<file path="config.mk">
export PLATFORM = sky130hd
export DESIGN_NAME = machine_dispatcher
export DESIGN_NICKNAME = d
export VERILOG_FILES = /design/src/rtl/machine_dispatcher.sv
export SDC_FILE = /design/constraint.sdc
export NUM_CORES = 1
export LEC_CHECK = 0
export BUFFER_PORTS_ARGS = -buffer_cell sky130_fd_sc_hd__buf_2
export CORE_AREA = 4 4 94 74
export DETAILED_ROUTE_END_ITERATION = 8
export DIE_AREA = 0 0 98 78
export PLACE_DENSITY = 0.88
export SLEW_MARGIN = 20
export SYNTH_ARGS = -nofsm -noshare
export SYNTH_HDL_FRONTEND = slang
export SYNTH_SLANG_ARGS = --single-unit
</file>
<file path="constraint.sdc">
create_clock -name clk -period 4 [get_ports clk]
set_clock_uncertainty 0.1 [all_clocks]
set_input_delay 0.8 -clock clk [delete_from_list [all_inputs] [get_ports clk]]
set_output_delay 0.8 -clock clk [all_outputs]
set_load 0.03 [all_outputs]
</file>
<file path="src/rtl/machine_dispatcher.sv">
`default_nettype none
// +--------------------------------------------------------------------------+
// | Module   : machine_dispatcher                                            |
// | Purpose  : Round-robin dispatch of machine descriptors to a worker array |
// |            and in-order-of-completion retirement of their press counts   |
// |            into a saturating puzzle total.                               |
// | Revision : 1.0 - initial release                                         |
// +--------------------------------------------------------------------------+
module machine_dispatcher #(
  parameter int NUM_WORKERS = 4,
  parameter int PRESSES_W   = 5,
  parameter int SUM_W       = 16
) (
  input  logic                           clk,
  input  logic                           rst_n,
  input  logic                           in_valid,
  output logic                           in_ready,
  input  logic                           in_last,
  output logic [NUM_WORKERS-1:0]         worker_load,
  output logic [NUM_WORKERS-1:0]         worker_start,
  input  logic [NUM_WORKERS-1:0]         worker_ready,
  input  logic [NUM_WORKERS*PRESSES_W-1:0] worker_presses,
  output logic [NUM_WORKERS-1:0]         worker_accepted,
  output logic [SUM_W-1:0]               total_presses,
  output logic [SUM_W-1:0]               machines_done,
  output logic                           busy,
  output logic                           done
);

  localparam int PTR_W = (NUM_WORKERS > 1) ? $clog2(NUM_WORKERS) : 1;
  localparam int ACC_W = ((SUM_W > PRESSES_W) ? SUM_W : PRESSES_W) + 1;
  localparam logic [SUM_W-1:0] SUM_MAX = '1;

  localparam logic [1:0] TOP_IDLE  = 2'd0;
  localparam logic [1:0] TOP_RUN   = 2'd1;
  localparam logic [1:0] TOP_FLUSH = 2'd2;
  localparam logic [1:0] TOP_DONE  = 2'd3;

  localparam logic [1:0] W_IDLE  = 2'd0;
  localparam logic [1:0] W_RUN   = 2'd1;
  localparam logic [1:0] W_DRAIN = 2'd2;

  logic [1:0]             top_state;
  logic [1:0]             top_next;
  logic [1:0]             wstate [NUM_WORKERS];
  logic [PTR_W-1:0]       disp_ptr;
  logic [PTR_W-1:0]       coll_ptr;
  logic                   out_en;

  logic [NUM_WORKERS-1:0] w_idle;
  logic [NUM_WORKERS-1:0] coll_cand;
  logic [NUM_WORKERS-1:0] coll_onehot;
  logic [PRESSES_W-1:0]   presses_arr [NUM_WORKERS];
  logic                   all_idle;
  logic                   disp_found;
  logic [PTR_W-1:0]       disp_sel;
  logic                   coll_found;
  logic [PTR_W-1:0]       coll_sel;
  logic                   handshake;
  logic [ACC_W-1:0]       sum_wide;
  logic [SUM_W-1:0]       total_sat;
  logic [SUM_W-1:0]       count_sat;

  // Pointer arithmetic modulo NUM_WORKERS; off is always below NUM_WORKERS,
  // so a single conditional subtraction wraps correctly.
  function automatic logic [PTR_W-1:0] ptr_add(input logic [PTR_W-1:0] base, input int off);
    logic [PTR_W:0] s;
    s = {1'b0, base} + (PTR_W+1)'(off);
    if (s >= (PTR_W+1)'(NUM_WORKERS)) s = s - (PTR_W+1)'(NUM_WORKERS);
    return s[PTR_W-1:0];
  endfunction

  for (genvar gi = 0; gi < NUM_WORKERS; gi++) begin : g_slot
    assign presses_arr[gi] = worker_presses[gi*PRESSES_W +: PRESSES_W];
    assign w_idle[gi]      = (wstate[gi] == W_IDLE);
    assign coll_cand[gi]   = (wstate[gi] == W_RUN) && worker_ready[gi];
  end

  assign all_idle  = &w_idle;
  // out_en keeps in_ready low through the first cycle after reset.
  assign in_ready  = out_en && ((top_state == TOP_IDLE) || (top_state == TOP_RUN)) && disp_found;
  assign handshake = in_valid && in_ready;

  // Round-robin pick of the first IDLE worker at or after disp_ptr.
  always_comb begin
    disp_found = 1'b0;
    disp_sel   = '0;
    for (int k = 0; k < NUM_WORKERS; k++) begin
      if (!disp_found && w_idle[ptr_add(disp_ptr, k)]) begin
        disp_found = 1'b1;
        disp_sel   = ptr_add(disp_ptr, k);
      end
    end
  end

  // Round-robin pick of the first finished RUN worker at or after coll_ptr.
  always_comb begin
    coll_found = 1'b0;
    coll_sel   = '0;
    for (int k = 0; k < NUM_WORKERS; k++) begin
      if (!coll_found && coll_cand[ptr_add(coll_ptr, k)]) begin
        coll_found = 1'b1;
        coll_sel   = ptr_add(coll_ptr, k);
      end
    end
  end

  // Expand the two arbiter winners into one-hot strobes.
  always_comb begin
    worker_load = '0;
    coll_onehot = '0;
    for (int i = 0; i < NUM_WORKERS; i++) begin
      worker_load[i] = handshake && (disp_sel == PTR_W'(i));
      coll_onehot[i] = coll_found && (coll_sel == PTR_W'(i));
    end
  end

  // Saturating accumulators; the extra bit of sum_wide catches overflow.
  assign sum_wide  = ACC_W'(total_presses) + ACC_W'(presses_arr[coll_sel]);
  assign total_sat = (sum_wide > ACC_W'(SUM_MAX)) ? SUM_MAX : sum_wide[SUM_W-1:0];
  assign count_sat = (machines_done == SUM_MAX) ? SUM_MAX : machines_done + SUM_W'(1);

  // Top-level sequencing: accept descriptors, then flush until all workers drain.
  always_comb begin
    top_next = top_state;
    case (top_state)
      TOP_IDLE:  if (handshake) top_next = in_last ? TOP_FLUSH : TOP_RUN;
      TOP_RUN:   if (handshake && in_last) top_next = TOP_FLUSH;
      TOP_FLUSH: if (all_idle) top_next = TOP_DONE;
      TOP_DONE:  top_next = TOP_IDLE;
      default:   top_next = TOP_IDLE;
    endcase
  end

  // Per-worker slot state; DRAIN waits out the worker's lingering ready.
  always_ff @(posedge clk) begin
    for (int i = 0; i < NUM_WORKERS; i++) begin
      if (!rst_n) begin
        wstate[i] <= W_IDLE;
      end else begin
        case (wstate[i])
          W_IDLE:  if (worker_load[i])   wstate[i] <= W_RUN;
          W_RUN:   if (coll_onehot[i])   wstate[i] <= W_DRAIN;
          W_DRAIN: if (!worker_ready[i]) wstate[i] <= W_IDLE;
          default: wstate[i] <= W_IDLE;
        endcase
      end
    end
  end

  // Top state, pointers, registered strobes and accumulators.
  always_ff @(posedge clk) begin
    if (!rst_n) begin
      top_state       <= TOP_IDLE;
      out_en          <= 1'b0;
      busy            <= 1'b0;
      done            <= 1'b0;
      worker_start    <= '0;
      worker_accepted <= '0;
      disp_ptr        <= '0;
      coll_ptr        <= '0;
      total_presses   <= '0;
      machines_done   <= '0;
    end else begin
      top_state       <= top_next;
      out_en          <= 1'b1;
      busy            <= (top_next != TOP_IDLE);
      done            <= (top_next == TOP_DONE);
      worker_start    <= worker_load;
      worker_accepted <= coll_onehot;
      if (handshake)  disp_ptr <= ptr_add(disp_sel, 1);
      if (coll_found) coll_ptr <= ptr_add(coll_sel, 1);
      // A new puzzle starts from zero; in IDLE no worker can be collecting.
      if ((top_state == TOP_IDLE) && handshake) begin
        total_presses <= '0;
        machines_done <= '0;
      end else if (coll_found) begin
        total_presses <= total_sat;
        machines_done <= count_sat;
      end
    end
  end

endmodule
`default_nettype wire

</file>
==> results.ini <==
[flow_run]
drv_cap = 0

[floorplanning]
coreArea_um2 = 6100
io_pins = 75
dieArea_um2 = 7644
initial_core_util = 0.5208
fp.dieH_um = 78
die_w_um = 98
rows = 25

[finish]
nFillCells = 501
antenna_cells = 0
finalInstanceArea_um2 = 3797
drive_above_1_share = 0.2606
final_cells = 507
final_nets = 464
syn_to_final_growth_pct = 19.54

[timing]
setup_viol = 0
finalSetupTns_ns = 0
slew_headroom = 0.4492
rsz0062_at_grt = no
tightest_slew_ns = 0.8231
hold_viol_final = 0
fin_crit_sh = 0.9063
finalCriticalPeriod_ns = 3.625
fmax_ghz = 0.2758
slew_violations = 0
setup_slack_ns = 0.3746
worst_hold_slack_ns = 0.4446

[setup_path]
critPathRequiredTime_ns = 4.08
path_buf_inv = 2
max_stage_delay_ns = 0.39
worstSetupPathType = in2reg
critPathArrivalTime_ns = 3.70
crit_chain = buf_2 -> and3b_1 -> o22a_1 -> o22ai_1 -> a21oi_1 -> and2_4 -> mux2i_1 -> ha_1 -> inv_1 -> fa_1 -> nor2b_1 -> o31a_1 -> o21a_1 -> nand4_1 -> xor2_1 -> a21oi_1
crit_family = compound AO/OA/AOI/OAI gates
slowest_stage = fa_1
crit_fanout = 9
crit_top_cell = a21oi_1
crit_path_end_kind = flop
cp-start-kind = input pin

[place]
hpwl_um = 5333
dp_cells = 491
gp_congestion = 0.8159
dp_worst_setup_slack_ns = -0.1169
dpl_cell_area_um2 = 3591
port_buffers = 74

[synth]
synth_warnings = 0
synthCells = 346
synth_top_area_cell = dfxtp_1
syn_avg_cell_area_um2 = 9.181
netlist_area_um2 = 3177
synth_top_area_frac = 0.3088
synth_ff_type = dfxtp_1
synth.most_common_cell = dfxtp_1
synth_cell_type_count = 55
synth_seq_cells = 57
synth_edf_count = 8
syn_nets = 389
synth_common_cells = 49 x dfxtp_1, 32 x a21oi_1, 30 x nand2_1
synthArstFlopShare = 0
synth_area_leaders = dfxtp_1 31%, edfxtp_1 7.6%, mux2i_1 6.6%
yosysSeqAreaShare = 0.3844

[outcome]
status = finished clean

[clock_tree]
cts_made_buffers = 9
clk_path_buf_depth = 2
cts-root-buf = clkbuf_8
cts_tree = yes
cts_hold_buf = 0
clock_latency_ns = 0.33
clock-sinks = 57
h-tree-depth = 3
clkTransAtPathRegs_ns = 0.06

[pwr]
powerDensity_nw_per_um2 = 394.8
p_leak_nw = 1.677
ir_drop_mv = 0.2037

[grt]
grt_first_pass_wirelength_um = 12490
grt_start_max_net_pins = 33
grt_usage = 0.2001
antenna_found_initial = 0
grt_remaining_overflow = 0
grt_pass1_vias = 2701

[worst_hold_path]
worstHoldPathType = reg2reg

[routing]
drt_iter0_drc = 135
vias = 2762
drt_wl_total_um = 7270
wl_per_cell_um = 14.34
dr.pass1.iters = 6
drc = 0
ant_nets = 0
viasPerCell = 5.448

==> path summary, 6_finish.rpt <==
kind	cells past startpoint	to	slack (ns)	from
worst max register to register	15	total_presses[12]	0.39	wstate[1][1]
worst max-delay path	16	total_presses[12]	0.37	worker_ready[1]
worst min-delay path	2	disp_ptr[0]	0.44	disp_ptr[0]
worst min register to register	2	disp_ptr[0]	0.44	disp_ptr[0]
==> repair_timing <==
action | 4_1_cts | 5_1_grt
setup endpoints to repair | 0 | 14
buffers inserted | 0 | 0
gates resized for setup | 0 | 2
==> state kept, by name, summed over array words and instances (netlist names) <==
signal and cells:
busy 1, coll_ptr 2, disp_ptr 2, done 1
machines_done 16, out_en 1, top_state 2, total_presses 16
worker_accepted 4, worker_start 4, wstate 8
==> layer usage <==
| metal | GRT usage | vias to the layer above | share of wire |
|---|---|---|---|
| met4 | 0.06362 | 0 | 0.013 |
| li1 | - | 1391 | - |
| met2 | 0.3342 | 96 | 0.48 |
| met5 | 0 | - | 0 |
| met1 | 0.2506 | 1264 | 0.45 |
| met3 | 0.05571 | 11 | 0.057 |
==> tightest hold or removal path, cell delays in order, from the launching register on <==
cell and delay [ns]:
dfxtp_1 0.34, nor2_1 0.11, a211oi_1 0.05
==> cell type report <==
cell class,instances,area (um^2),share of cell area
clock inverters,2,10.01,0.002636
multi-input cells,267,1842,0.4850
repair buffers,77,405.4,0.1068
clock buffers,14,183.9,0.04843
flip-flops and latches,57,1221,0.3216
well taps,81,101.3,0.02669
inverters,9,33.78,0.008896
==> placed cells by master (no fill, tap or decap), types with 6 or more instances in the layout <==
cell / netlist / routed
dfxtp_1: 49 / 49
edfxtp_1: 8 / 8
ha_1: 14 / 14
mux2i_1: 21 / 21
o21ai_0: 16 / 16
a21oi_1: 32 / 32
nand3_1: 7 / 6
nand2_1: 30 / 30
nor3_1: 15 / 15
xor2_1: 11 / 11
nor2_1: 24 / 24
a31oi_1: 8 / 8
xnor2_1: 9 / 9
nand2b_1: 6 / 6
clkbuf_8: 0 / 11
and3_1: 14 / 14
nand4_1: 7 / 7
inv_1: 7 / 7
buf_2: 4 / 74
==> power breakdown <==
group          leakage [nW]  switching [mW]  internal [mW]
Combinational          1.09           0.204          0.139
Sequential            0.483          0.0326          0.611
Clock                 0.102           0.218          0.295
Total                  1.68           0.455           1.04
==> kinds of logic (layout without fill, tap and decap cells) <==
kind of cell,count (synthesis),in the layout,share of synthesized area
and+or+nand+nor,134,134,0.2375
AOI/OAI and AO/OA,76,76,0.1489
DFF,57,57,0.3844
muxes,22,22,0.07089
buffers and inverters,22,102,0.04175
xor gates and xnor gates,20,20,0.05514
adders and majority gates,15,15,0.06144
==> stage by stage <==
stage | utilization | total power, mW
after floorplan | - | 0.9132
after global placement | 0.5887 | 0.9794
after detailed placement | 0.5887 | 0.9923
after CTS | 0.6205 | 1.506
after global routing | 0.6226 | 1.585
final | 0.6226 | 1.499
Power figures use the tool's default switching activity.
